<file path="src/rtl/regbank_writer.sv">
// Write side of the 32-entry register bank: an in-order write queue feeding a
// one-hot decoded commit into 32 registers, exported flat for the read mux.
module regbank_writer #(
  parameter int WIDTH = 32,
  parameter int DEPTH = 2,
  parameter int CNTW  = $clog2(DEPTH) + 1
) (
  input  logic                clk,
  input  logic                rst_n,
  input  logic                wr_valid,
  output logic                wr_ready,
  input  logic [4:0]          wr_addr,
  input  logic [WIDTH-1:0]    wr_data,
  input  logic                commit_en,
  input  logic                flush,
  output logic [32*WIDTH-1:0] regs_flat,
  output logic [31:0]         wen_last,
  output logic [CNTW-1:0]     count
);

  localparam int PTRW = $clog2(DEPTH);
  localparam logic [CNTW-1:0] FULL_CNT = CNTW'(DEPTH);

  typedef enum logic [1:0] {
    Q_EMPTY,
    Q_PARTIAL,
    Q_FULL
  } qstate_t;

  qstate_t qstate;

  logic [4:0]       addr_mem_q [DEPTH];
  logic [4:0]       addr_mem_d [DEPTH];
  logic [WIDTH-1:0] data_mem_q [DEPTH];
  logic [WIDTH-1:0] data_mem_d [DEPTH];
  logic [PTRW-1:0]  head_q, head_d;
  logic [PTRW-1:0]  tail_q, tail_d;
  logic [CNTW-1:0]  count_q, count_d;
  logic [WIDTH-1:0] regs_q [32];
  logic [WIDTH-1:0] regs_d [32];
  logic [31:0]      wen_last_q, wen_last_d;
  logic [31:0]      wen;
  logic             accept;
  logic             do_commit;
  logic [4:0]       head_addr;
  logic [WIDTH-1:0] head_data;

  always_comb begin
    qstate = Q_PARTIAL;
    if (count_q == '0) begin
      qstate = Q_EMPTY;
    end else if (count_q == FULL_CNT) begin
      qstate = Q_FULL;
    end
  end

  // No pass-through when full: a same-cycle commit does not free a slot early.
  assign wr_ready  = rst_n && (qstate != Q_FULL) && !flush;
  assign accept    = wr_valid && wr_ready;
  assign do_commit = (qstate != Q_EMPTY) && commit_en && !flush;
  assign head_addr = addr_mem_q[head_q];
  assign head_data = data_mem_q[head_q];

  always_comb begin
    wen = '0;
    if (do_commit) begin
      wen[head_addr] = 1'b1;
    end
    wen[0] = 1'b0;
  end

  always_comb begin
    addr_mem_d = addr_mem_q;
    data_mem_d = data_mem_q;
    head_d     = head_q;
    tail_d     = tail_q;
    count_d    = count_q;
    if (flush) begin
      head_d  = '0;
      tail_d  = '0;
      count_d = '0;
    end else begin
      if (accept) begin
        addr_mem_d[tail_q] = wr_addr;
        data_mem_d[tail_q] = wr_data;
        tail_d             = tail_q + PTRW'(1);
      end
      if (do_commit) begin
        head_d = head_q + PTRW'(1);
      end
      case ({accept, do_commit})
        2'b10:   count_d = count_q + CNTW'(1);
        2'b01:   count_d = count_q - CNTW'(1);
        default: count_d = count_q;
      endcase
    end
  end

  always_comb begin
    for (int r = 0; r < 32; r++) begin
      regs_d[r] = wen[r] ? head_data : regs_q[r];
    end
    regs_d[0]  = '0;
    wen_last_d = wen;
  end

  always_ff @(posedge clk) begin
    if (!rst_n) begin
      for (int i = 0; i < DEPTH; i++) begin
        addr_mem_q[i] <= '0;
        data_mem_q[i] <= '0;
      end
      for (int r = 0; r < 32; r++) begin
        regs_q[r] <= '0;
      end
      head_q     <= '0;
      tail_q     <= '0;
      count_q    <= '0;
      wen_last_q <= '0;
    end else begin
      addr_mem_q <= addr_mem_d;
      data_mem_q <= data_mem_d;
      regs_q     <= regs_d;
      head_q     <= head_d;
      tail_q     <= tail_d;
      count_q    <= count_d;
      wen_last_q <= wen_last_d;
    end
  end

  for (genvar g = 0; g < 32; g++) begin : g_flat
    assign regs_flat[g*WIDTH +: WIDTH] = regs_q[g];
  end

  assign wen_last = wen_last_q;
  assign count    = count_q;

endmodule

</file>
<file path="config.mk">
export PLATFORM = sky130hd
export DESIGN_NAME = regbank_writer
export DESIGN_NICKNAME = d
export VERILOG_FILES = /design/src/rtl/regbank_writer.sv
export SDC_FILE = /design/constraint.sdc
export NUM_CORES = 2
export LEC_CHECK = 0
export BUFFER_PORTS_ARGS = -buffer_cell sky130_fd_sc_hd__buf_4
export CORE_AREA = 2 2 430 432
export DETAILED_ROUTE_END_ITERATION = 6
export DIE_AREA = 0 0 432 434
export HOLD_SLACK_MARGIN = 0.05
export PLACE_DENSITY = 0.45
export SYNTH_ARGS = -nofsm -noshare
export SYNTH_HDL_FRONTEND = slang
export SYNTH_SLANG_ARGS = --single-unit
</file>
<file path="constraint.sdc">
create_clock -name clk -period 2.78 [get_ports clk]
set_input_delay 0.278 -clock clk [delete_from_list [all_inputs] [get_ports clk]]
set_output_delay 0.278 -clock clk [all_outputs]
set_load 0.01 [all_outputs]
</file>
==> results.txt <==
Per report_power, the sequential group accounts for between 40% and 50% of the total. VDD sags by at most 0.483 mV. The clock-pin slew on the worst setup and hold paths is 60 ps. The post-detailed-routing wire length came out at 182000 um. The path with the worst hold slack has its endpoint at data_mem_q[25]. The maximum buffer depth of the clock tree came out at 3. Timing analysis after detailed placement gives a worst setup slack of 75.7 ps.

The effective utilization at floorplan is 21.8%. The slew at the pin closest to its max-slew limit is 1250 ps. The final setup violation count is 0. The die outline area is 187000 um2. The number of global-route vias before repair is 30900.

The number of synthesis warnings is 0. STA classifies the critical path endpoint as a flip-flop. Of the total power, the clock network draws 50.8%. The flow ran to the end, and the final reports show no timing, DRC or antenna violations. The timing-limited maximum frequency is 397 MHz. The worst setup path is of the flip-flop to flip-flop kind.

Data on the critical path is required at its endpoint by 3420 ps. The final hold violation count came out at 0. The share of cells above drive strength 1 is about 30%.

Setup slack on the critical path of the routed design comes to 262 ps. The largest net degree at the start of global routing came out at ~190. The most used flip-flop cell after synthesis is sky130_fd_sc_hd__dfxtp_1. The boundary pin count is 1101.

The minimum clock period after layout is about 2500 ps. After synthesis, the netlist uses 32 different library cells. The floorplan step set the die width to 432 um. The number of buffers added for setup after CTS came out at 0. The leakage power figure is 28.8 nW.

The share of total power consumed by net switching is 23.3%. The cell with the largest stage delay on the worst path is sky130_fd_sc_hd__o22ai_2. The sequential share of the synthesized area is a little under three fifths. The clock net in this run drives a total of 1101 sinks. The total of max-cap violations came out at 0. The placer congestion estimate is 0.773.

The row count is 157. The number of enable flip-flop cells after synthesis came out at 0. On the critical path the largest part of the delay comes from compound AO/OA/AOI/OAI gates.

The synthesized design spends more area on one cell type than any other, namely sky130_fd_sc_hd__dfxtp_1. Counting every instance in the synthesized netlist gives ~3900. The worst hold path begins at wr_data[25]. The number of cells traversed by the worst hold path came out at 4. The fraction of registers with async set/reset came out at 0%. The global-route total usage across every layer came out at 18.7%. The internal power is 0.0260 W. The flop-to-flop setup slack came out at ~260 ps. The mean number of vias per cell is 4.22.

STA classifies the critical path startpoint as a flip-flop. The buffering stage count on the worst path with inverters included came out at 2. TritonCTS built the clock tree. The synthesized netlist occupies a cell area of about 40000 um2. The min-delay analysis places its worst path in the category input port to flip-flop. The DRC marker count from the first detailed-route iteration came out at 1545. The final global-route overflow total came out at 0. The tightest slew margin relative to the limit came out at 16.9%.

The number of fill cells is about 19000. The net load switching power came out at 0.00788 W. The per-instance average area after synthesis is 10.3 um2. The data arrival time of the worst path is between 3000 and 4000 ps.

The most common cell in the netlist is sky130_fd_sc_hd__nand2_1. The tree is rooted in a sky130_fd_sc_hd__clkbuf_16. The average wire length per cell after detail routing is 24.6 um. The initial antenna violation count came out at 24.

The y dimension of the die came out at 434 um. The clock tree synthesis step divided the H-tree into 4 levels. The core area came out at 182000 um2. The total count of max-transition violations in the final report was 0. After synthesis, the cell types taking the most area are sky130_fd_sc_hd__dfxtp_1, sky130_fd_sc_hd__mux2i_1, sky130_fd_sc_hd__nand2_1.

The core utilization of the finished layout is 30.7%. The synthesis-to-finish area growth is 40.8%. The areal power density over the cells is 605 nW/um2. The final worst-path cycle share came out at 90.6%.

The maximum fanout encountered on the critical timing path came out at 13. The residual antenna-violating net count after detailed routing came out at 0. The post-route setup TNS came out at 0 ps.

The endpoint of the most critical register-to-register path is regs_flat[427]. For the worst-skew pair, the clock arrives at the later sink with an insertion delay of 800 ps. The vias after detailed routing is 31200. The CTS buffer count came out at between 100 and 150.

Setup repair after global routing left no endpoint under its margin. The first-pass GRT wire length came out at 246000 um. The signal on the critical path passes through buf_4, nand2_1, o22ai_2, nand3_4, buf_12, mux2i_1. The worst register-to-register path begins at head_q. The number of remaining DRC errors is 0. Summed over all nets, the half-perimeter wirelength after detailed placement is 123000 um. For this run, the slowest stage of the critical path takes 620 ps. Counting instances in the post-synthesis netlist gives the leading cell types as sky130_fd_sc_hd__nand2_1, sky130_fd_sc_hd__dfxtp_1, sky130_fd_sc_hd__mux2i_1. Counting flops and latches in the post-synthesis netlist gives 1101. The number of optimization iterations in the first detailed-route pass is 5. In the final design database the tool counted 4954 nets.

For the worst flop-to-flop path, the logic depth is 6. The part of the power in combinational logic is 2.5%. The setup skew after layout is ~33 ps. The port buffer count is 1067.

The area share of the largest cell type after synthesis is 55.5%.
[per-stage QoR]
step                instances  cell area, um2  hold slack (ps)  power, W
global placement         7121           51300              445    0.0170
CTS                      7389           56000              261    0.0344
floorplan                3899           39900              423    0.0166
finish                   7398           56000              341    0.0339
global route             7393           56000              302    0.0350
detailed placement       7121           51300              452    0.0170
[layout make-up]
type	instances	area, um2	share of cell area (%)
Antenna cell	9	22.5	0.0402
Inverter	5	18.8	0.0335
Timing Repair Buffer	1250	10200	18.1
Clock buffer	198	3860	6.90
Tap cell	2385	2980	5.33
Clock inverter	29	415	0.742
Sequential cell	1101	22000	39.4
Multi-Input combinational cell	2421	16500	29.4
[worst reg2reg max path, delay by kind of cell, from the launching register on]
family	cells	cell delay, ps
mux	1	130
simple gates	2	610
compound gates	1	620
flops	1	400
buf+inv	2	600
[what timing repair did]
action	4_1_cts	5_1_grt
hold buffers	41	0
setup endpoints to repair	0	21
endpoints found under the hold margin	86	0
resized for setup	0	1
[sequential cells by signal (all words and copies together) (netlist names)]
name and flops:
data_mem_q 64, head_q 1, wen_last 31, count 2
addr_mem_q 10, tail_q 1, regs_flat 992
[power by group through the flow]
| stage | Combinational, W | Clock (W) | Sequential [W] |
|---|---|---|---|
| 2_1_floorplan | 0.000430 | 0 | 0.0162 |
| 3_3_place_gp | 0.000811 | 0 | 0.0162 |
| 3_5_place_dp | 0.000814 | 0 | 0.0162 |
| 4_1_cts | 0.000878 | 0.0177 | 0.0158 |
| 5_1_grt | 0.000916 | 0.0183 | 0.0158 |
| 6_report | 0.000854 | 0.0172 | 0.0158 |
[per-layer routing]
metal  vias to the layer above  global-route usage [%]  wire (um)
met3                       288                    5.36      11900
met5                         -                       0         58
li1                      14700                       -          -
met4                         2                    8.04       7710
met2                       922                    32.4      90800
met1                     15300                    21.3      71700
[how the worst max path moves through the flow]
| stage | start | slack [ps] | depth (start not counted) | endpoint |
|---|---|---|---|---|
| 2_1_floorplan | head_q | 860 | 7 | regs_flat[257] |
| 3_5_place_dp | head_q | 80 | 6 | regs_flat[171] |
| 5_1_grt | head_q | 110 | 6 | regs_flat[431] |
| 4_1_cts | head_q | 60 | 6 | regs_flat[171] |
| 6_report | head_q | 260 | 6 | regs_flat[427] |
| 3_3_place_gp | head_q | 140 | 6 | regs_flat[171] |
[kinds of logic (layout without fill, tap and decap cells)]
| logic type | after synthesis | count (layout) | synth area share [%] |
|---|---|---|---|
| buf+inv | 377 | 1482 | 4.23 |
| mux | 1026 | 1026 | 25.9 |
| compound gates | 85 | 85 | 1.65 |
| other cells | 1 | 42 | 0.00943 |
| xor+xnor | 4 | 4 | 0.0882 |
| fa+ha+maj | 1 | 1 | 0.0315 |
| flops | 1101 | 1101 | 55.5 |
| simple gates | 1272 | 1272 | 12.6 |
[cells in the final DEF (no fill, tap or decap), types with 2 or more instances in the layout]
cell type                       instances
sky130_fd_sc_hd__buf_4               1155
sky130_fd_sc_hd__nand2_1             1154
sky130_fd_sc_hd__dfxtp_1             1100
sky130_fd_sc_hd__mux2i_1              993
sky130_fd_sc_hd__clkbuf_16            135
sky130_fd_sc_hd__a21boi_0              74
sky130_fd_sc_hd__buf_12                53
sky130_fd_sc_hd__dlygate4sd3_1         41
sky130_fd_sc_hd__clkbuf_1              38
sky130_fd_sc_hd__mux2_2                33
sky130_fd_sc_hd__conb_1                33
sky130_fd_sc_hd__nor2_1                31
sky130_fd_sc_hd__clkbuf_8              25
sky130_fd_sc_hd__nand2_2               24
sky130_fd_sc_hd__nand3_2               18
sky130_fd_sc_hd__nand3_4               13
sky130_fd_sc_hd__diode_2                9
sky130_fd_sc_hd__nor2b_1                9
sky130_fd_sc_hd__nand2_4                8
sky130_fd_sc_hd__clkinv_8               7
sky130_fd_sc_hd__clkinv_2               7
sky130_fd_sc_hd__nand2b_1               6
sky130_fd_sc_hd__inv_1                  5
sky130_fd_sc_hd__o22ai_2                3
sky130_fd_sc_hd__o32ai_4                3
sky130_fd_sc_hd__clkinv_16              3
sky130_fd_sc_hd__clkinv_4               3
sky130_fd_sc_hd__bufinv_16              3
sky130_fd_sc_hd__clkinvlp_4             3
sky130_fd_sc_hd__xor2_1                 2
sky130_fd_sc_hd__nor3_4                 2
sky130_fd_sc_hd__nand3_1                2
sky130_fd_sc_hd__xnor2_1                2
sky130_fd_sc_hd__inv_6                  2
No activity file was read; power rests on OpenSTA's default activity.
